===== src/rtl/pixel_frame_streamer.sv =====
// pixel_frame_streamer: reads one frame from a linear frame memory and streams
// it as a valid/ready pixel stream with sof/eol/eof markers.
//
// state   | meaning
// IDLE    | waiting for start_i
// STREAM  | issuing memory reads, address 0 .. IMG_W*IMG_H-1
// DRAIN   | all reads issued, emptying the in-flight read and the FIFO
// DONE    | one-cycle done_o pulse, then back to IDLE
module pixel_frame_streamer #(
  parameter int IMG_W = 640,
  parameter int IMG_H = 360,
  parameter int AW    = $clog2(IMG_W*IMG_H)
) (
  input  logic          clk_i,
  input  logic          rst_i,
  input  logic          start_i,
  output logic          mem_rd_o,
  output logic [AW-1:0] mem_addr_o,
  input  logic [7:0]    mem_data_i,
  output logic          valid_o,
  input  logic          ready_i,
  output logic [7:0]    pixel_o,
  output logic          sof_o,
  output logic          eol_o,
  output logic          eof_o,
  output logic          busy_o,
  output logic          done_o,
  output logic [1:0]    state_o
);

  localparam int CW = (IMG_W > 1) ? $clog2(IMG_W) : 1;
  localparam int RW = (IMG_H > 1) ? $clog2(IMG_H) : 1;

  localparam logic [1:0] S_IDLE   = 2'd0;
  localparam logic [1:0] S_STREAM = 2'd1;
  localparam logic [1:0] S_DRAIN  = 2'd2;
  localparam logic [1:0] S_DONE   = 2'd3;

  localparam logic [AW-1:0] LAST_ADDR = AW'(IMG_W*IMG_H-1);
  localparam logic [CW-1:0] LAST_COL  = CW'(IMG_W-1);
  localparam logic [RW-1:0] LAST_ROW  = RW'(IMG_H-1);

  logic [1:0]    state_q, state_d;
  logic [AW-1:0] addr_q;
  logic [CW-1:0] col_q;
  logic [RW-1:0] row_q;
  logic          inflight_q;
  logic          inf_sof_q, inf_eol_q, inf_eof_q;
  // FIFO entry layout: {pixel[7:0], sof, eol, eof}
  logic [10:0]   fifo_q [2];
  logic          wr_ptr_q, rd_ptr_q;
  logic [1:0]    cnt_q;

  logic          push, pop, rd_en;
  logic [2:0]    occ_after;
  logic [10:0]   head;
  logic          iss_sof, iss_eol, iss_eof;

  assign head  = fifo_q[rd_ptr_q];
  assign push  = inflight_q;
  assign pop   = (cnt_q != 2'd0) && ready_i;
  // Occupancy is credited with this cycle's pop so that a steady ready_i
  // sustains one read per cycle while the slot count still never exceeds 2.
  assign occ_after = {1'b0, cnt_q} + {2'b00, inflight_q} - {2'b00, pop};
  assign rd_en = (state_q == S_STREAM) && (occ_after < 3'd2);

  assign iss_sof = (row_q == '0) && (col_q == '0);
  assign iss_eol = (col_q == LAST_COL);
  assign iss_eof = iss_eol && (row_q == LAST_ROW);

  // Next-state logic for the frame sequencer
  always_comb begin
    state_d = state_q;
    case (state_q)
      S_IDLE:   if (start_i) state_d = S_STREAM;
      S_STREAM: if (rd_en && (addr_q == LAST_ADDR)) state_d = S_DRAIN;
      S_DRAIN:  if (pop && head[0]) state_d = S_DONE;
      default:  state_d = S_IDLE;
    endcase
  end

  // State register
  always_ff @(posedge clk_i or posedge rst_i) begin
    if (rst_i) state_q <= S_IDLE;
    else       state_q <= state_d;
  end

  // Read address and column/row position; holds at the last pixel
  always_ff @(posedge clk_i or posedge rst_i) begin
    if (rst_i) begin
      addr_q <= '0;
      col_q  <= '0;
      row_q  <= '0;
    end else if ((state_q == S_IDLE) && start_i) begin
      addr_q <= '0;
      col_q  <= '0;
      row_q  <= '0;
    end else if (rd_en && (addr_q != LAST_ADDR)) begin
      addr_q <= addr_q + AW'(1);
      if (iss_eol) begin
        col_q <= '0;
        row_q <= row_q + RW'(1);
      end else begin
        col_q <= col_q + CW'(1);
      end
    end
  end

  // In-flight read tracking with the flags of the pixel being fetched
  always_ff @(posedge clk_i or posedge rst_i) begin
    if (rst_i) begin
      inflight_q <= 1'b0;
      inf_sof_q  <= 1'b0;
      inf_eol_q  <= 1'b0;
      inf_eof_q  <= 1'b0;
    end else begin
      inflight_q <= rd_en;
      inf_sof_q  <= rd_en && iss_sof;
      inf_eol_q  <= rd_en && iss_eol;
      inf_eof_q  <= rd_en && iss_eof;
    end
  end

  // Two-entry output FIFO
  always_ff @(posedge clk_i or posedge rst_i) begin
    if (rst_i) begin
      fifo_q[0] <= '0;
      fifo_q[1] <= '0;
      wr_ptr_q  <= 1'b0;
      rd_ptr_q  <= 1'b0;
      cnt_q     <= 2'd0;
    end else begin
      if (push) begin
        fifo_q[wr_ptr_q] <= {mem_data_i, inf_sof_q, inf_eol_q, inf_eof_q};
        wr_ptr_q         <= ~wr_ptr_q;
      end
      if (pop) rd_ptr_q <= ~rd_ptr_q;
      case ({push, pop})
        2'b10:   cnt_q <= cnt_q + 2'd1;
        2'b01:   cnt_q <= cnt_q - 2'd1;
        default: cnt_q <= cnt_q;
      endcase
    end
  end

  assign mem_rd_o   = rd_en;
  assign mem_addr_o = addr_q;
  assign valid_o    = (cnt_q != 2'd0);
  assign pixel_o    = valid_o ? head[10:3] : 8'h00;
  assign sof_o      = valid_o && head[2];
  assign eol_o      = valid_o && head[1];
  assign eof_o      = valid_o && head[0];
  assign busy_o     = (state_q == S_STREAM) || (state_q == S_DRAIN);
  assign done_o     = (state_q == S_DONE);
  assign state_o    = state_q;

endmodule


===== config.mk =====
export PLATFORM = sky130hd
export DESIGN_NAME = pixel_frame_streamer
export DESIGN_NICKNAME = d
export VERILOG_FILES = /design/src/rtl/pixel_frame_streamer.sv
export SDC_FILE = /design/constraint.sdc
export NUM_CORES = 1
export LEC_CHECK = 0
export ABC_AREA = 0
export CAP_MARGIN = 10
export CORE_ASPECT_RATIO = 0.5
export CORE_UTILIZATION = 40
export DETAILED_ROUTE_END_ITERATION = 12
export SETUP_SLACK_MARGIN = 0.2
export SYNTH_ARGS = -nofsm -noshare
export SYNTH_HDL_FRONTEND = slang
export SYNTH_SLANG_ARGS = --single-unit
export TNS_END_PERCENT = 50

===== constraint.sdc =====
create_clock -name clk_i -period 5.1 [get_ports clk_i]
set_input_delay 0.51 -clock clk_i [delete_from_list [all_inputs] [get_ports clk_i]]
set_output_delay 0.51 -clock clk_i [all_outputs]
set_load 0.01 [all_outputs]

# [After elaboration in Yosys (flattened, before gate mapping)]
# Index checks and enable logic that the tools add are counted.
[op_classes] add_sub_neg=7 order_cmp=4 eq_ne=12 n_mux=20 n_bitwise=4 n_reduce_logical=25
[ops] op="$mux W11" n=4
[ops] op="$mux W18" n=2
[ops] op="$mux W10" n=3
[ops] op="$mux W9" n=3
[ops] op="$bwmux W22" n=1
[ops] op="$add A18 B1 Y18 const B" n=1
[ops] op="$eq A18 B18 Y1 const B" n=1
[ops] op="$ne A18 B18 Y1 const B" n=1
[ops] op="$logic_and A1 B1 Y1" n=15
[ops] op="$demux W11 S1" n=1
[ops] op="$add A10 B1 Y10 const B" n=1
[ops] op="$eq A10 B10 Y1 const B" n=1
[ops] op="$logic_not A10 Y1" n=1
[ops] op="$add A9 B1 Y9 const B" n=1
[ops] op="$eq A9 B9 Y1 const B" n=1
[ops] op="$logic_not A9 Y1" n=1
[ops] op="$mux W8" n=1
[ops] op="$reduce_bool A2 Y1" n=4
[ops] op="$eq A2 B2 Y1 const B" n=3
[ops] op="$mux W2" n=3
[ops] op="$ne A2 B2 Y1 const B" n=3
[ops] op="$pmux W2 S3" n=1
[ops] op="$eq A2 B1 Y1 const B" n=2
[ops] op="$ge A2 B2 Y1 const B" n=2
[ops] op="13 further kinds" n=15
[totals] reg_bits=69 input_bits=12 elab_cells=85

# [Longest topological paths before layout]
# Gate-level depths: netlist (run 1).
[logic_depth] depth_word=8 depth_mapped=11 mapped_depth_nobuf=10

# [Worst setup path before layout (run 1)]
# OpenSTA, ideal clock, no wires.
[synth_timing] path_type="input to register" from="in ready_i" to="reg state_q[1] (netlist: state_o[1])" setup_ns=0.128 arrival_ns=2.584 required_time_ns=4.972 setup_slack_ns=2.388 stages=10 n_path_buf=0 cell_sequence="nand2_1 -> nor2_1 -> o21ai_0 -> fa_1 -> xnor2_1 -> nand3_1 -> inv_1 -> nand3_1 -> a222oi_1 -> mux2_1"
[synth_between] elab_chain_len=7
[synth_lines] item="start, declared" line="21" source="input logic ready_i,"
[synth_lines] item="$logic_and A1 B1 Y1" line="61" source="assign pop = (cnt_q != 2'd0) && ready_i;"
[synth_lines] item="$sub A3 B1 Y3" line="64" source="assign occ_after = {1'b0, cnt_q} + {2'b00, inflight_q} - {2'b00, pop};"
[synth_lines] item="$lt A3 B2 Y1" line="65" source="assign rd_en = (state_q == S_STREAM) && (occ_after < 3'd2);"
[synth_lines] item="$logic_and A1 B1 Y1" line="65"
[synth_lines] item="net mem_rd_o" line="17" source="output logic mem_rd_o,"
[synth_lines] item="$logic_and A1 B1 Y1" line="76" source="S_STREAM: if (rd_en && (addr_q == LAST_ADDR)) state_d = S_DRAIN;"
[synth_lines] item="$ne A2 B2 Y1 (no line)"
[synth_lines] item="$reduce_and A3 Y1 (no line)"
[synth_lines] item="end signal, assigned" line="85" source="else state_q <= state_d;"
[synth_lines] item="end, declared" line="43" source="logic [1:0] state_q, state_d;"
# The timed path passes the listed nets, and every way through them passes these cells.
# A chain may end at the register's enable or synchronous reset.

# [Worst setup path after layout (run 1)]
[layout_timing] from="in ready_i" to="out mem_rd_o"
[layout_between] elab_chain_len=4
[layout_lines] item="$logic_and A1 B1 Y1" line="61"
[layout_lines] item="$sub A3 B1 Y3" line="64"
[layout_lines] item="$lt A3 B2 Y1" line="65"
[layout_lines] item="$logic_and A1 B1 Y1" line="65"
[layout_lines] item="end, declared" line="17"
# Every way passes these cells.

==> qor.csv, run 1 <==
metric,value,unit
Filler cells,724,
hold path depth,1,
clock root cell,clkbuf_16,
total grt overflow,0,
drt first pass iters,4,
Area Overhead vs Synth,22.86,%
Post-CTS Setup Inserts,0,
Setup CP Type,in -> out,
starting DRC count in detailed routing,156,
Num Clock Sinks,69,
Most used DFF post-synth,dfrtp_1,
final setup margin,1.235,ns
Slew headroom,0.3874,
Final Wtd Congestion,0.8012,
fraction of layout cells with a size suffix above 1,0.1103,
most frequent cells in the layout,"69 x dfrtp_1, 46 x clkdlybuf4s50_1, 35 x nor2_1, 31 x nand2_1",
Hold Crit Class,reg -> reg,
PwrDens,497.1,nW/um^2
Routed Antenna Nets,0,
Compound-Gate Fraction of Synth Area,0.09940,
Num CTS Buffers,9,
simple-gate area share of the yosys netlist,0.1911,
synthesized net count,373,
Max Root-Sink Buffers,2,
adder-cell share of the synthesized area,0.04060,
Routed WL,7.964,mm
mux cell area share after synthesis,0.1089,
clock-pin slew on the worst setup and hold paths,0.06,ns
status,finished clean,
CP Data Required Time,4.59,ns
final-report max-slew violation count,0,
largest family of logic cells by synthesized area,simple AND/OR/NAND/NOR gates,
Overall Power,0.002183,W
# resized after CTS,0,
# diodes,0,
number of flops mapped to enable cells by yosys,0,
Worst Reg-to-Reg Cells,9,
routed len/inst,15.59,um
mapped cell area,3575,um^2
Hold Path Origin,wr_ptr_q,
number of global-route vias before repair,2664,
Die W,135.7,um
Final Instance Area,4392,um^2
"Warnings, synthesis",0,
worst slew pin tran,0.9062,ns
DP Area,4130,um^2
Netlist cell types,47,
core area,8317,um^2
FMAX,258.7,MHz
Sum Neg Setup Slack,0,ns
reg-to-reg startpoint,cnt_q[1],
clk_skew,0.007582,ns
Syn Inst Count,350,
Final HPWL DP,5.315,mm
WP data arrival,3.36,ns
Die Area,9342,um^2
DRC,0,
Rows,23,
RR Endpoint,col_q[2],
DR vias/cell,5.495,
CTS tree,yes,
Avg Synthesized Cell Area,10.21,um^2
"commonest non-fill, non-tap cell in the layout",dfrtp_1,
largest net degree at the start of global routing,70,
Die H,68.85,um
CP Launch Type,input port,
Post-synth ARST share,1.000,
register-to-register path setup slack,1.76,ns
Worst Path Max Fanout,13,
Final Hold Viols,0,
RSZ-0062 raised after global routing,no,
H-Tree Depth,3,
initial antenna violation count,0,
CTS Hold Bufs,0,
first-pass GRT wire length,13.26,mm
Leak,1.890,nW
max_cap viols,0,
final setup fails,0,
worst skew pair latency,0.33,ns
peak supply drop,0.2517,mV
vias,2808,
Initial Util,0.4298,
sequential element share of the synthesized area,0.4830,
Final nets,417,
Worst Hold Margin,0.4883,ns
Placement Setup Slack,1.211,ns
Port Buffer Count,46,
#FFs+latches synth,69,
All-Layer GR Usage,0.1903,
Final min period,3.865,ns
XOR/XNOR Fraction of Synth Area,0.04655,
endpoint class of the critical path,primary output,
endpoint of the worst hold path,wr_ptr_q,
I/O pins,47,
period utilization,0.7579,
==> power by group <==
| group | internal, W | leakage, nW | switching (W) |
|---|---|---|---|
| clock | 0.000327 | 0.123 | 0.000223 |
| sequential | 0.000679 | 0.889 | 0.000141 |
| combinational | 0.000404 | 0.879 | 0.000409 |
| total | 0.00141 | 1.89 | 0.000772 |
==> synthesized netlist by cell type, drive strengths merged, types with 6 or more instances <==
cell | number | area (um^2)
nor2 | 36 | 142.6
a21oi | 22 | 110.1
dfrtp | 69 | 1727
xnor2 | 14 | 122.6
nand3 | 16 | 80.08
clkbuf | 11 | 41.29
mux2 | 23 | 259.0
nand2 | 31 | 116.4
o21ai | 10 | 50.05
nand4 | 9 | 56.30
inv | 13 | 48.80
a211oi | 6 | 45.04
or4 | 7 | 56.30
mux2i | 13 | 130.1
ha | 10 | 125.1
or3 | 8 | 50.05
==> state kept, by name, indices dropped and copies added, names as in the netlist <==
name / cells
fifo_q: 22
mem_addr_o: 18
col_q: 10
row_q: 9
cnt_q: 2
state_o: 2
inf_eof_q: 1
inf_eol_q: 1
inf_sof_q: 1
inflight_q: 1
rd_ptr_q: 1
wr_ptr_q: 1
==> metal layers <==
layer | GRT usage | vias to the layer above | wire, um
li1 | - | 1342 | -
met1 | 0.2505 | 1384 | 3807
met2 | 0.2946 | 72 | 3667
met3 | 0.05848 | 10 | 389
met4 | 0.07865 | 0 | 99
met5 | 0 | - | 0
==> final cells by class <==
cell class                      count  area (um^2)  area share
Multi-Input combinational cell    253         1739      0.3960
Sequential cell                    69         1727      0.3932
Timing Repair Buffer               48        475.5      0.1083
Clock buffer                       12        236.5     0.05385
Tap cell                          112        140.1     0.03191
Inverter                           13        48.80     0.01111
Clock inverter                      4        25.02    0.005698
==> critical path: stages <==
cell             delay, ns
clkdlybuf4s50_1       0.58
nand2_1               0.07
nor2_1                0.20
o21ai_0               0.15
fa_1                  0.40
xnor2_1               0.26
nand3_1               0.40
inv_1                 0.21
clkdlybuf4s50_1       0.57
==> through the flow <==
step | util | instances
final | 0.5281 | 511
after global routing | 0.5281 | 511
after CTS | 0.5281 | 511
after detailed placement | 0.4966 | 495
after global placement | 0.4966 | 495
after floorplan | - | 350
==> worst max path at each step <==
stage | cells past startpoint | start | to | slack (ns)
6_report | 9 | ready_i | mem_rd_o | 1.23
5_1_grt | 9 | ready_i | mem_rd_o | 1.01
4_1_cts | 9 | ready_i | mem_rd_o | 1.26
3_5_place_dp | 10 | ready_i | col_q[2] | 1.21
3_3_place_gp | 10 | ready_i | col_q[2] | 1.28
2_1_floorplan | 10 | ready_i | state_o[1] | 2.39
==> cells by family after synthesis <==
kind of cell    count (synthesis)
simple gates                  131
buf+inv                        28
xor+xnor                       19
flops                          69
fa+ha+maj                      11
compound gates                 56
mux                            36
No activity file was read; power rests on OpenSTA's default activity.
==> run 2, diff against run 1 <==
==> constraint.sdc (replaced) <==
create_clock -name clk_i -period 3.96 [get_ports clk_i]
set_input_delay 0.396 -clock clk_i [delete_from_list [all_inputs] [get_ports clk_i]]
set_output_delay 0.396 -clock clk_i [all_outputs]
set_load 0.01 [all_outputs]
==> run 2 against run 1 <==
Total power grew 39%. Via count shrank 0.18%. Largest cell class unchanged. Sequential power grew 28%. Flip-flop and latch count is the same. Clock-buffer cell count shrank 3. Final cell count grew 0.78%.
==> qor.csv, run 2 (synthesized netlist as in run 1, its figures left out) <==
metric,value,unit
vias,2803,
Die H,68.85,um
Reg with most FFs,fifo_q,
post-route insts no fill,515,
DRC,0,
combinational share of power,0.360,
Slew headroom,0.3756,
Rows,23,
Worst Reg-to-Reg Cells,10,
clock network power share,0.295,
endpoint class of the critical path,primary output,
drt first pass iters,5,
sequential power share,0.346,
Port Buffer Count,46,
Cell Int Power,0.002047,W
net switching power,0.0009975,W
total grt overflow,0,
Routed WL,7.856,mm
Placed Cells,500,
Final Hold Viols,0,
Filler cells,730,
Die W,135.7,um
# resized after CTS,0,
CTS tree,yes,
status,finished clean,
first-pass GRT wire length,13.21,mm
largest net degree at the start of global routing,36,
CTS Hold Bufs,0,
FMAX,290.1,MHz
Worst Hold Margin,0.4860,ns
hold path depth,1,
Num CTS Buffers,9,
final-report max-slew violation count,0,
CP Data Required Time,3.56,ns
Leak,1.959,nW
Setup CP Type,in -> out,
max_cap viols,0,
Sum Neg Setup Slack,0,ns
I/O pins,47,
"commonest non-fill, non-tap cell in the layout",dfrtp_1,
DP Area,4168,um^2
worst slew pin tran,0.9366,ns
Final nets,422,
Die Area,9342,um^2
PwrDens,675.8,nW/um^2
routed len/inst,15.25,um
Final HPWL DP,5.383,mm
period utilization,0.8704,
Final Instance Area,4506,um^2
clk_skew,0.006575,ns
peak supply drop,0.3886,mV
worst skew pair latency,0.33,ns
DR vias/cell,5.443,
H-Tree Depth,3,
CP Launch Type,input port,
Final min period,3.447,ns
Routed Antenna Nets,0,
All-Layer GR Usage,0.1877,
Net Sw Frac,0.3276,
starting DRC count in detailed routing,223,
# diodes,0,
Post-CTS Setup Inserts,0,
number of global-route vias before repair,2699,
core area,8317,um^2
most frequent cells in the layout,"69 x dfrtp_1, 46 x clkdlybuf4s50_1, 35 x nor2_1, 31 x nand2_1",
max FFs per register,22,
register-to-register path setup slack,0.86,ns
post-layout util,0.5417,
initial antenna violation count,0,
Hold Crit Class,reg -> reg,
clock root cell,clkbuf_16,
Final Wtd Congestion,0.8158,
clock-pin slew on the worst setup and hold paths,0.05,ns
fraction of layout cells with a size suffix above 1,0.1266,
Area Overhead vs Synth,26.04,%
Max Root-Sink Buffers,2,
Worst Path Max Fanout,7,
Num Clock Sinks,69,
final setup fails,0,
RSZ-0062 raised after global routing,no,
Initial Util,0.4298,
WP data arrival,3.05,ns
[run 2: cell types whose count changed in the layout (fill, tap and decap cells not counted), sizes merged]
cell	before	now
clkbuf	12	9
buf	2	7
clkinv	2	3
bufinv	0	3
clkinvlp	2	0
[run 2: final timing paths]
kind                           from            end
setup / recovery            ready_i       mem_rd_o
hold / removal             wr_ptr_q       wr_ptr_q
setup reg to reg           cnt_q[1]     state_o[1]
hold reg to reg            wr_ptr_q       wr_ptr_q
max in group asynchronous     rst_i  mem_addr_o[2]
min in group asynchronous     rst_i     fifo_q[13]
[run 2: layout make-up]
class / count / area [um^2] / area share
Inverter: 13 / 48.80 / 0.01083
Tap cell: 112 / 140.1 / 0.03110
Clock buffer: 9 / 225.2 / 0.04999
Sequential cell: 69 / 1727 / 0.3832
Clock inverter: 6 / 112.6 / 0.02499
Multi-Input combinational cell: 253 / 1739 / 0.3860
Timing Repair Buffer: 53 / 513.0 / 0.1139
[run 2: power by group through the flow]
stage          clock [W]  sequential [W]  combinational (W)
6_report        0.000897         0.00105            0.00110
2_1_floorplan          0         0.00100           0.000739
5_1_grt         0.000961         0.00108            0.00122
3_3_place_gp           0         0.00105            0.00108
3_5_place_dp           0         0.00106            0.00110
4_1_cts         0.000923         0.00105            0.00111
[run 2: worst max-delay path: stages]
cell and delay [ns]:
clkdlybuf4s50_1 0.57, nand2_1 0.07, nor2_1 0.20, o21ai_0 0.15
fa_1 0.40, xnor2_1 0.27, nand3_1 0.26, inv_1 0.18
clkdlybuf4s50_1 0.56
[run 2: metal layers]
layer,GRT usage,routed length [um]
met2,0.3074,3676
met4,0.05899,27
met5,0,0
met1,0.2446,3773
met3,0.05190,379
[run 2: through the flow]
step	power, W	setup slack [ns]
6_report	0.003045	0.5131
3_5_place_dp	0.002167	0.4202
4_1_cts	0.003085	0.5223
3_3_place_gp	0.002129	0.5641
5_1_grt	0.003268	0.2711
2_1_floorplan	0.001743	1.279
==> run 3, diff against run 2 <==
--- a/config.mk
+++ b/config.mk
@@ -8,6 +8,7 @@
 export ABC_AREA = 0
 export CAP_MARGIN = 10
 export CORE_ASPECT_RATIO = 0.5
+export CORE_MARGIN = 4
 export CORE_UTILIZATION = 40
 export DETAILED_ROUTE_END_ITERATION = 12
 export SETUP_SLACK_MARGIN = 0.2
==> run 3 against run 2 <==
Global-route usage shrank 2.9 points. Utilization is 2.5 points lower. Via count shrank 0.96%. Largest cell class unchanged. Flip-flop and latch count is the same. Routed wire length is 2.1% higher. Critical endpoint unchanged. Setup slack gained 0.043 ns. Final cell count up 0.97%. Sequential share of layout area increased by 0.075 points. Clock-buffer cell count increased by 1. Clock skew shrank 0.0014 ns. Critical path depth unchanged.
==> qor.csv, run 3 (synthesized netlist as in run 1, its figures left out) <==
metric,value,unit
status,finished clean,
critical path cell sequence,clkdlybuf4s50_1 -> nand2_1 -> nor2_1 -> o21ai_0 -> fa_1 -> xnor2_1 -> nand3_2 -> inv_1 -> clkdlybuf4s50_1,
Die H,74.85,um
first-pass GRT wire length,13.39,mm
Final Wtd Congestion,0.7902,
drt first pass iters,4,
max FFs per register,22,
DP Area,4167,um^2
CTS Hold Bufs,0,
most frequent CP cell,clkdlybuf4s50_1,
Sum Neg Setup Slack,0,ns
Die Area,10600,um^2
worst skew pair latency,0.32,ns
FMAX,293.8,MHz
period utilization,0.8596,
Cell Int Power,0.001993,W
post-route insts no fill,520,
max_cap viols,0,
Hold Crit Class,in -> async,
fraction of layout cells with a size suffix above 1,0.1290,
clock network power share,0.286,
clock-pin slew on the worst setup and hold paths,0.06,ns
combinational share of power,0.364,
DRC,0,
"commonest non-fill, non-tap cell in the layout",dfrtp_1,
vias,2776,
Leak,1.950,nW
WP data arrival,3.01,ns
Num Clock Sinks,69,
Reg with most FFs,fifo_q,
H-Tree Depth,3,
CP Launch Type,input port,
Overall Power,0.003013,W
endpoint class of the critical path,primary output,
clk_skew,0.005153,ns
starting DRC count in detailed routing,225,
Final HPWL DP,5.685,mm
DR vias/cell,5.338,
core area,8708,um^2
# diodes,0,
Top delay family on crit path,buffers and inverters,
Final Hold Viols,0,
Rows,24,
clock root cell,clkbuf_16,
largest net degree at the start of global routing,54,
Routed Antenna Nets,0,
CTS tree,yes,
Routed WL,8.024,mm
Final min period,3.404,ns
net switching power,0.001021,W
Worst Path Max Fanout,9,
final setup fails,0,
Die W,141.7,um
most frequent cells in the layout,"69 x dfrtp_1, 46 x clkdlybuf4s50_1, 35 x nor2_1, 31 x nand2_1",
Setup CP Type,in -> out,
Placed Cells,504,
Slew headroom,0.4098,
routed len/inst,15.43,um
Port Buffer Count,46,
sequential power share,0.350,
max incr delay on CP,0.57,ns
"Buf+Inv Stages, Crit Path",3,
CP Data Required Time,3.56,ns
total grt overflow,0,
final-report max-slew violation count,0,
Initial Util,0.4105,
Num CTS Buffers,9,
slowest CP cell,clkdlybuf4s50_1,
PwrDens,670.1,nW/um^2
number of global-route vias before repair,2733,
initial antenna violation count,0,
Max Root-Sink Buffers,2,
RSZ-0062 raised after global routing,no,
I/O pins,47,
worst slew pin tran,0.8852,ns
All-Layer GR Usage,0.1587,
Worst Hold Margin,0.3583,ns
peak supply drop,0.3473,mV
Final nets,421,
Final Instance Area,4497,um^2
Area Overhead vs Synth,25.80,%
Net Sw Frac,0.3388,
## run 3: changes by cell type in the layout (fill, tap and decap cells not counted), sizes merged
| cell | before | now |
|---|---|---|
| clkinvlp | 0 | 1 |
| bufinv | 3 | 2 |
| buf | 7 | 6 |
| clkbuf | 9 | 10 |
## run 3: routing by layer
layer	up-vias	GRT usage	wire, um	share of wire
li1	1351	-	-	-
met1	1357	0.2081	3738	0.47
met2	60	0.2660	3819	0.48
met3	8	0.03871	377	0.047
met4	0	0.04894	89	0.011
met5	-	0	0	0
## run 3: cell type report
type,instances,area [um^2]
flip-flops and latches,69,1727
well taps,117,146.4
clock buffers,10,239.0
multi-input cells,253,1744
fillers,780,4212
clock inverters,6,86.33
inverters,13,48.80
repair buffers,52,505.5
## run 3: final timing paths
path	startpoint	end	slack [ns]	cells after the start
max in group asynchronous	rst_i	col_q[7]	2.60	3
worst min-delay path	rst_i	fifo_q[14]	0.36	2
worst max register to register	cnt_q[1]	state_o[1]	0.90	10
worst max-delay path	ready_i	mem_rd_o	0.56	9
min in group clk_i	wr_ptr_q	wr_ptr_q	0.48	1
worst min register to register	wr_ptr_q	wr_ptr_q	0.48	1
## run 3: per-stage QoR
stage,util,setup slack (ns)
detailed placement,0.4784,0.3085
CTS,0.5158,0.4489
floorplan,-,1.279
global route,0.5164,0.2967
global placement,0.4784,0.5164
finish,0.5164,0.5558
## run 3: what timing repair did
item / in CTS / in global routing
setup endpoints to repair: 0 / 1
hold endpoints to repair: 0 / 0
setup buffers: 0 / 0
gates resized for setup: 0 / 1
## run 3: power groups by stage
stage | clock [W] | sequential [W] | combinational, W
after floorplan | 0 | 0.00100 | 0.000739
after global placement | 0 | 0.00105 | 0.00106
after detailed placement | 0 | 0.00107 | 0.00110
after CTS | 0.000880 | 0.00106 | 0.00110
after global routing | 0.000907 | 0.00109 | 0.00121
final | 0.000862 | 0.00106 | 0.00110
